### src/rtl/wu_decode.sv
// wu_decode: skid FIFO + descriptor parser between WU memory read data and
// the manager dispatch logic. One decoded word per valid/ready handshake.
module wu_decode #(
    parameter int WU_DATA_WIDTH = 64,
    parameter int FIFO_DEPTH    = 8,
    parameter int SKID          = 4
) (
    input  logic                     clk,
    input  logic                     reset_poweron,
    input  logic                     mcntl__wud__enable,
    input  logic                     wum__wud__valid,
    input  logic [WU_DATA_WIDTH-1:0] wum__wud__data,
    output logic                     wud__wuf__stall,
    output logic                     wud__xxx__valid,
    input  logic                     xxx__wud__ready,
    output logic [3:0]               wud__xxx__op,
    output logic [11:0]              wud__xxx__tag,
    output logic [3:0]               wud__xxx__opt_type,
    output logic [31:0]              wud__xxx__opt_value,
    output logic                     wud__xxx__sop,
    output logic                     wud__xxx__eop,
    output logic                     wud__mcntl__err,
    output logic                     wud__mcntl__halted
);

    localparam int AW = $clog2(FIFO_DEPTH);
    localparam int CW = AW + 1;

    localparam logic [3:0] OP_NOP    = 4'h0;
    localparam logic [3:0] OP_DESC   = 4'h1;
    localparam logic [3:0] OP_OPTION = 4'h2;
    localparam logic [3:0] OP_END    = 4'h3;
    localparam logic [3:0] OP_HALT   = 4'hF;

    typedef enum logic [1:0] {S_IDLE, S_IN_DESC, S_HALTED, S_ERR} state_t;

    logic [WU_DATA_WIDTH-1:0] fifo_mem [FIFO_DEPTH];

    state_t        state_q, state_d;
    logic [AW-1:0] wr_ptr_q, wr_ptr_d, rd_ptr_q, rd_ptr_d;
    logic [CW-1:0] occ_q, occ_d;
    logic [11:0]   tag_q, tag_d;
    logic          vld_q, vld_d;
    logic [3:0]    op_q, op_d;
    logic [11:0]   otag_q, otag_d;
    logic [3:0]    otype_q, otype_d;
    logic [31:0]   oval_q, oval_d;
    logic          sop_q, sop_d, eop_q, eop_d;
    logic          err_q, err_d, halted_q, halted_d, stall_q, stall_d;

    logic                     fifo_empty, fifo_full, bypass, head_vld, slot, accept;
    logic [WU_DATA_WIDTH-1:0] head_data;
    logic [3:0]               head_op;
    logic                     pop, pop_fifo, push, do_wr, proto_err, load;
    logic                     unused_bits;

    // When the FIFO is empty the incoming word is decoded directly (fall-through).
    assign fifo_empty  = (occ_q == '0);
    assign fifo_full   = (occ_q == CW'(FIFO_DEPTH));
    assign bypass      = fifo_empty;
    assign head_vld    = fifo_empty ? wum__wud__valid : 1'b1;
    assign head_data   = fifo_empty ? wum__wud__data : fifo_mem[rd_ptr_q];
    assign head_op     = head_data[63:60];
    assign slot        = ~vld_q | xxx__wud__ready;
    assign accept      = vld_q & xxx__wud__ready;
    assign unused_bits = ^head_data[47:32];

    // Decode the head word, advance the FSM, FIFO pointers and output slice.
    always_comb begin
        state_d   = state_q;
        tag_d     = tag_q;
        vld_d     = vld_q & ~accept;
        op_d      = op_q;
        otag_d    = otag_q;
        otype_d   = otype_q;
        oval_d    = oval_q;
        sop_d     = sop_q;
        eop_d     = eop_q;
        err_d     = err_q;
        halted_d  = halted_q | (accept & (op_q == OP_HALT));
        pop       = 1'b0;
        load      = 1'b0;
        proto_err = 1'b0;

        if (head_vld && (state_q == S_IDLE || state_q == S_IN_DESC)) begin
            case (head_op)
                OP_NOP: pop = 1'b1;
                OP_DESC: begin
                    if (state_q != S_IDLE) proto_err = 1'b1;
                    else if (slot) begin
                        load    = 1'b1;
                        state_d = S_IN_DESC;
                        tag_d   = head_data[59:48];
                    end
                end
                OP_OPTION, OP_END: begin
                    if (state_q != S_IN_DESC) proto_err = 1'b1;
                    else if (slot) begin
                        load = 1'b1;
                        if (head_op == OP_END) state_d = S_IDLE;
                    end
                end
                OP_HALT: begin
                    if (state_q != S_IDLE) proto_err = 1'b1;
                    else if (slot) begin
                        load    = 1'b1;
                        state_d = S_HALTED;
                    end
                end
                default: proto_err = 1'b1;
            endcase
        end

        if (load) begin
            pop     = 1'b1;
            vld_d   = 1'b1;
            op_d    = head_op;
            otag_d  = (head_op == OP_DESC) ? head_data[59:48] : tag_q;
            otype_d = (head_op == OP_OPTION) ? head_data[59:56] : 4'h0;
            oval_d  = (head_op == OP_OPTION) ? head_data[31:0] : 32'h0;
            sop_d   = (head_op == OP_DESC);
            eop_d   = (head_op == OP_END);
        end

        // A bypassed word that is consumed never touches the FIFO.
        pop_fifo = pop & ~bypass;
        push     = wum__wud__valid & ~(bypass & pop);
        do_wr    = push & (~fifo_full | pop_fifo);

        if (proto_err || (push && !do_wr)) begin
            state_d = S_ERR;
            err_d   = 1'b1;
        end

        wr_ptr_d = wr_ptr_q + AW'(do_wr);
        rd_ptr_d = rd_ptr_q + AW'(pop_fifo);
        occ_d    = occ_q + CW'(do_wr) - CW'(pop_fifo);

        if (!mcntl__wud__enable) begin
            do_wr    = 1'b0;
            wr_ptr_d = '0;
            rd_ptr_d = '0;
            occ_d    = '0;
            state_d  = S_IDLE;
            vld_d    = 1'b0;
            op_d     = 4'h0;
            otag_d   = 12'h0;
            otype_d  = 4'h0;
            oval_d   = 32'h0;
            sop_d    = 1'b0;
            eop_d    = 1'b0;
            err_d    = 1'b0;
            halted_d = 1'b0;
        end

        stall_d = (occ_d >= CW'(FIFO_DEPTH - SKID)) | halted_d | err_d
                | (state_d == S_HALTED);
        if (!mcntl__wud__enable) stall_d = 1'b0;
    end

    // FIFO storage; contents are don't-care until written.
    always_ff @(posedge clk) begin
        if (do_wr) fifo_mem[wr_ptr_q] <= wum__wud__data;
    end

    // State, pointers and output slice registers.
    always_ff @(posedge clk or posedge reset_poweron) begin
        if (reset_poweron) begin
            state_q  <= S_IDLE;
            wr_ptr_q <= '0;
            rd_ptr_q <= '0;
            occ_q    <= '0;
            tag_q    <= '0;
            vld_q    <= 1'b0;
            op_q     <= '0;
            otag_q   <= '0;
            otype_q  <= '0;
            oval_q   <= '0;
            sop_q    <= 1'b0;
            eop_q    <= 1'b0;
            err_q    <= 1'b0;
            halted_q <= 1'b0;
            stall_q  <= 1'b0;
        end else begin
            state_q  <= state_d;
            wr_ptr_q <= wr_ptr_d;
            rd_ptr_q <= rd_ptr_d;
            occ_q    <= occ_d;
            tag_q    <= tag_d;
            vld_q    <= vld_d;
            op_q     <= op_d;
            otag_q   <= otag_d;
            otype_q  <= otype_d;
            oval_q   <= oval_d;
            sop_q    <= sop_d;
            eop_q    <= eop_d;
            err_q    <= err_d;
            halted_q <= halted_d;
            stall_q  <= stall_d;
        end
    end

    assign wud__wuf__stall     = stall_q;
    assign wud__xxx__valid     = vld_q;
    assign wud__xxx__op        = op_q;
    assign wud__xxx__tag       = otag_q;
    assign wud__xxx__opt_type  = otype_q;
    assign wud__xxx__opt_value = oval_q;
    assign wud__xxx__sop       = sop_q;
    assign wud__xxx__eop       = eop_q;
    assign wud__mcntl__err     = err_q;
    assign wud__mcntl__halted  = halted_q;

endmodule

### config.mk
export PLATFORM = sky130hd
export DESIGN_NAME = wu_decode
export DESIGN_NICKNAME = d
export VERILOG_FILES = /design/src/rtl/wu_decode.sv
export SDC_FILE = /design/constraint.sdc
export NUM_CORES = 1
export LEC_CHECK = 0
export CORE_MARGIN = 2
export CORE_UTILIZATION = 55
export DETAILED_ROUTE_END_ITERATION = 7
export PLACE_DENSITY = 0.75
export SYNTH_ARGS = -nofsm -noshare
export SYNTH_HDL_FRONTEND = slang
export SYNTH_SLANG_ARGS = --single-unit
### constraint.sdc
create_clock -name clk -period 5.8 [get_ports clk]
set_input_delay 1.45 -clock clk [delete_from_list [all_inputs] [get_ports clk]]
set_output_delay 1.45 -clock clk [all_outputs]
set_load 0.005 [all_outputs]
---- Word-level counts from Yosys, hierarchy flattened ----
Memory sizes are Yosys's and may differ from the RTL's.
Cells that the tools add are included.
storage, ports and cells
  register bits after elaboration ......... 82
  bits in writable memories ............... 512
  input port bits ......................... 69
  logic and storage cells ................. 114
  memories ................................ 1
memory list
  name      depth  bits a word  rd ports  clocked after memory_dff  wr ports  line  RTL
  fifo_mem  8      64           1         0                         1         37    logic [WU_DATA_WIDTH-1:0] fifo_mem [FIFO_DEPTH];
cells by class
  add/subtract/negate cells ............... 4
  magnitude comparators ................... 1
  eq/ne operators ......................... 10
  multiplexer cells ....................... 52
  bitwise logic cells ..................... 19
  reduce and logical (&&, ||, !) cells .... 12
operators by type and width
  cell                                                                number
  two-way mux 32 bit                                                  3
  two-way mux 64 bit                                                  1
  two-way mux 12 bit                                                  3
  two-way mux 1 bit                                                   24
  two-way mux 4 bit                                                   6
  two-way mux 2 bit                                                   10
  == test 4 bit (second input constant)                               3
  == test 4 x 2 -> 1 bit (second input constant)                      2
  logical NOT 4 bit                                                   2
  AND 1 bit                                                           7
  adder 3 x 1 -> 3 bit                                                2
  two-way mux 3 bit                                                   2
  inverter 1 bit                                                      6
  bitwise OR 1 bit                                                    6
  case mux 2 bit (3 select lines)                                     1
  adder 4 x 1 -> 4 bit                                                1
  == test 4 x 1 -> 1 bit (second input constant)                      1
  greater-or-equal comparator 4 x 3 -> 1 bit (second input constant)  1
  inequality test 2 x 1 -> 1 bit (second input constant)              2
  AND reduction 4 bit                                                 1
  OR reduction 2 bit                                                  2
  subtractor 4 x 1 -> 4 bit                                           1
  case mux 1 bit (3 select lines)                                     1
  == test 2 x 1 -> 1 bit (second input constant)                      1
  7 further kinds                                                     9

---- Longest topological paths before layout ----
  depth after elaboration ................. 19
  mapped depth ............................ 19

---- Worst setup path before layout ----
Ideal clock, no wire load.
  path type ............................... input port to flip-flop
  from .................................... input wum__wud__valid
  to ...................................... memory fifo_mem[0][0], enable pin
  library setup time ...................... 0.470 ns
  arrival ................................. 4.982 ns
  required time ........................... 5.330 ns
  setup slack ............................. 0.348 ns
  stages on the path ...................... 6
  buffers on the path ..................... 0
  path through ............................ inv_1 > and2_1 > or2_2 > o311ai_0 > o211ai_1 > a21oi_1
on the way
  cells in the longest elaborated chain, start to end .. 11
  elaborated cells between the ends (all ways) .. 14
  classes of those cells .................. mux: 7; bitwise: 6; reduce/logical: 1
RTL lines
  element                                    line  RTL
  start, declared                            11    input logic wum__wud__valid,
  two-way mux 1 bit                          61    assign head_vld = fifo_empty ? wum__wud__valid : 1'b1;
  logical AND 1 bit                          85    if (head_vld && (state_q == S_IDLE || state_q == S_IN_DESC)) begin
  two-way mux 1 bit                          85
  two-way mux 1 bit                          114   if (load) begin
  AND 1 bit                                  127   push = wum__wud__valid & ~(bypass & pop);
  inverter 1 bit                             127
  AND 1 bit                                  127
  AND 1 bit *                                128   do_wr = push & (~fifo_full | pop_fifo);
  two-way mux 1 bit *                        139   if (!mcntl__wud__enable) begin
  two-way mux 1 bit *                        163   if (do_wr) fifo_mem[wr_ptr_q] <= wum__wud__data;
  two-way mux 1 bit (not written as such) *  163
  end, declared                              37
Every way passes the cells marked *; elsewhere a longest branch is shown, timed or not.

---- Final worst setup path ----
  from .................................... input wum__wud__data[63]
  to ...................................... register stall_q (netlist: wud__wuf__stall)
on the way
  cells in the longest elaborated chain, start to end .. 18
  elaborated cells between the ends (all ways) .. 42
  classes of those cells .................. add/sub: 2; order compare: 1; eq/ne: 5; mux: 19; bitwise: 9; reduce/logical: 6
RTL lines
  element                                         line  RTL
  start, declared                                 12    input logic [WU_DATA_WIDTH-1:0] wum__wud__data,
  two-way mux 64 bit *                            62    assign head_data = fifo_empty ? wum__wud__data : fifo_mem[rd_ptr_q];
  == test 4 x 1 -> 1 bit (tied with other cells)  86    case (head_op)
  OR reduction 2 bit (on tied branches)           -
  case mux 1 bit (2 select lines)                 86
  two-way mux 1 bit                               85
  two-way mux 1 bit *                             114
  AND 1 bit                                       127
  inverter 1 bit                                  127
  [... 3 more ...]                                -
  subtractor 4 x 1 -> 4 bit *                     137   occ_d = occ_q + CW'(do_wr) - CW'(pop_fifo);
  two-way mux 4 bit *                             139
  via occ_d[2]                                    41    logic [CW-1:0] occ_q, occ_d;
  greater-or-equal comparator 4 x 3 -> 1 bit *    156   stall_d = (occ_d >= CW'(FIFO_DEPTH - SKID)) | halted_d | err_d
  bitwise OR 1 bit * (2 in a row)                 156
  bitwise OR 1 bit *                              157   | (state_d == S_HALTED);
  two-way mux 1 bit *                             158   if (!mcntl__wud__enable) stall_d = 1'b0;
  via stall_d                                     49    logic err_q, err_d, halted_q, halted_d, stall_q, stall_d;
  end signal, assigned                            199   stall_q <= stall_d;
  end, declared                                   49
Mark *: on every way through the listed nets, which the timed path passes. The rest lies on a longest branch.
A chain may end at the register's enable or synchronous reset.

==> summary.txt <==
Syn-to-layout area delta: 17.7%
Reg clk slew, reported paths: 0.06 ns
nets: 1203
Sink Count: 466
crit start category: input port
DR iter-0 viols: 864
# Post-CTS Setup Buffers: 0
num rows: 67
setup violators final: 0
Clock Tree Buf Depth: 3
number of max-cap violations: 0
Hold Buf Count CTS: 0
crit path time final: 4.69 ns
kind of critical path: in -> reg
Mean Syn Cell Area: 18.8 um^2
die height: 188 um
fraction of layout cells with a size suffix above 1: 18.5%
EDFF count, synth: 384
H-tree depth: 2
top post-synthesis cells by area: edfxtp_1 62%, mux4_2 11%, dfrtp_1 11%
LEAKAGE: 0.00735 uW
clock skew: 0.0238 ns
Core Region: 33500 um^2
WP data arrival: 5.07 ns
worst skew pair latency: 0.56 ns
pwr dens: 401 nW/um^2
max-slew violations: 0
most common cell after layout, fill and taps aside: edfxtp_1
Setup TNS Final: 0 ns
vias in the first global route: 9973
largest net degree at the start of global routing: 66
Routability Congestion: 0.840
RSZ-0062 raised after global routing: false
drt pass-1 iters: 6
Post-Syn Area: 18700 um^2
fin crit share: 80.8%
Final Hold Fails: 0
first-pass GRT wire length: 59500 um
DR DRC count: 0
post-DP HPWL: 21400 um
Slew Limit Headroom: 34.6%
commonest non-fill, non-tap cells in the layout: 384 x edfxtp_1, 109 x clkdlybuf4s50_1, 92 x mux4_2, 79 x dfrtp_1, 75 x mux2i_1
cts repair resizes: 0
outcome: complete, no violations
die width: 188 um
WP data required: 6.18 ns
Clock Tree Root: clkbuf_16
Tightest Pin Transition: 0.982 ns
post-synth top area share: 61.6%
Critical Path Sink Type: register
DR vias/cell: 6.13
yosys warns: 0
syn_nets: 1077
peak supply drop: 0.000274 V
WL/cell: 24.0 um
DRT Wirelength: 38600 um
die area: 35500 um^2
Synth area leader: edfxtp_1
grt total ovfl: 0
main flop type after synthesis: edfxtp_1
Cells after Synth: 997
Async S/R FF share, synth: 17.6%
TritonCTS clock tree: built
Seq/Total Area, Yosys: 72.6%
worst hold-check path type: reg -> reg
initial core utilization: 55.8%
Max FO, Critical Path: 14
TritonCTS Buffers: 46
Yosys cell types: 49
Port Buffers: 110
antenna violations before repair: 4
DR vias: 9867
highest clock rate: 213 MHz
Final Total Pwr: 8830 uW
#FFs+latches synth: 466
GR Util All Layers: 22.2%
Post-DRT Antenna Nets: 0
Top-Level Pins: 127
## power breakdown
group          switching (uW)  internal (uW)  total, uW  leakage (uW)
Sequential                119           3870       3990       0.00458
Combinational            1130            802       1930       0.00204
Clock                    1220           1700       2920      0.000734
Total                    2460           6370       8830       0.00735
## final timing paths
path | startpoint | endpoint | slack [ns] | cells after the start
setup reg to reg | occ_q[2] | wud__wuf__stall | 1.25 | 18
hold / removal | tag_q[11] | tag_q[11] | 0.49 | 1
hold reg to reg | tag_q[11] | tag_q[11] | 0.49 | 1
setup / recovery | wum__wud__data[63] | wud__wuf__stall | 1.11 | 16
max in group asynchronous | reset_poweron | rd_ptr_q[0] | 3.29 | 3
min in group asynchronous | reset_poweron | state_q[1] | 1.41 | 2
## per-layer routing
metal  track usage, %  vias up  part of all wire [%]
met2             35.2      427                    48
met1             32.6     5055                    42
met5                0        -                 0.067
li1                 -     4310                     -
met3             3.33       71                   7.2
met4             6.58        4                   2.3
## layout make-up
type	count	area (um^2)
flip-flops and latches	466	13600
fillers	2221	11500
multi-input cells	459	4920
repair buffers	141	1400
clock buffers	60	1240
well taps	448	561
clock inverters	25	251
inverters	9	35.0
diodes	2	5.00
## logic make-up (layout without fill, tap and decap cells)
group / Yosys count / after routing / share of synthesized area, %
flops: 466 / 466 / 72.6
simple gates: 112 / 112 / 2.83
compound gates: 153 / 153 / 6.02
buf+inv: 72 / 235 / 1.75
xor+xnor: 4 / 4 / 0.187
mux: 179 / 179 / 15.8
other cells: 0 / 2 / 0
fa+ha+maj: 11 / 11 / 0.776
## metrics by stage
step	hold WS (ns)	instances	area, um^2	setup slack [ns]	utilization [%]
6_report	0.486	1610	22000	1.11	65.6
5_1_grt	0.502	1610	22000	0.833	65.6
4_1_cts	0.490	1608	22000	1.17	65.6
3_5_place_dp	0.476	1523	20500	0.646	61.2
3_3_place_gp	0.466	1523	20500	0.630	61.2
2_1_floorplan	0.457	997	18700	0.348	-
## sequential cells by signal, summed over array words and instances (netlist names), 2 cells and up
signal / flops
occ_q: 4
rd_ptr_q: 3
wud__xxx__op: 4
wud__xxx__tag: 12
wud__xxx__opt_value: 32
tag_q: 12
fifo_mem: 384
state_q: 2
wr_ptr_q: 3
wud__xxx__opt_type: 4
## synthesized netlist by cell type, drive strengths merged, types with 2 or more instances
master and n:
o211ai 14, clkbuf 34, mux2 12, and2 8, nand3 8, a21oi 20, mux4 92, nor4 4
o21a 6, o211a 14, a31oi 2, xnor2 4, edfxtp 384, nand2 63, nor3 3, dfrtp 82
a32o 36, a21o 3, o21ai 50, inv 9, ha 10, o22ai 2, nor2 12, and3 2
buf 29, mux2i 75, nor2b 3, o311ai 2
## critical path, stage by stage
cell,delay [ns]
clkdlybuf4s50_1,0.65
nand2_1,0.12
o21ai_1,0.24
nand3_1,0.24
a221oi_4,0.36
buf_4,0.25
o21ai_4,0.08
a21oi_1,0.25
ha_1,0.17
inv_1,0.04
ha_1,0.20
fa_1,0.41
xnor2_1,0.16
nor2_1,0.07
nor4_1,0.27
a31oi_1,0.12
Power figures use the tool's default switching activity.
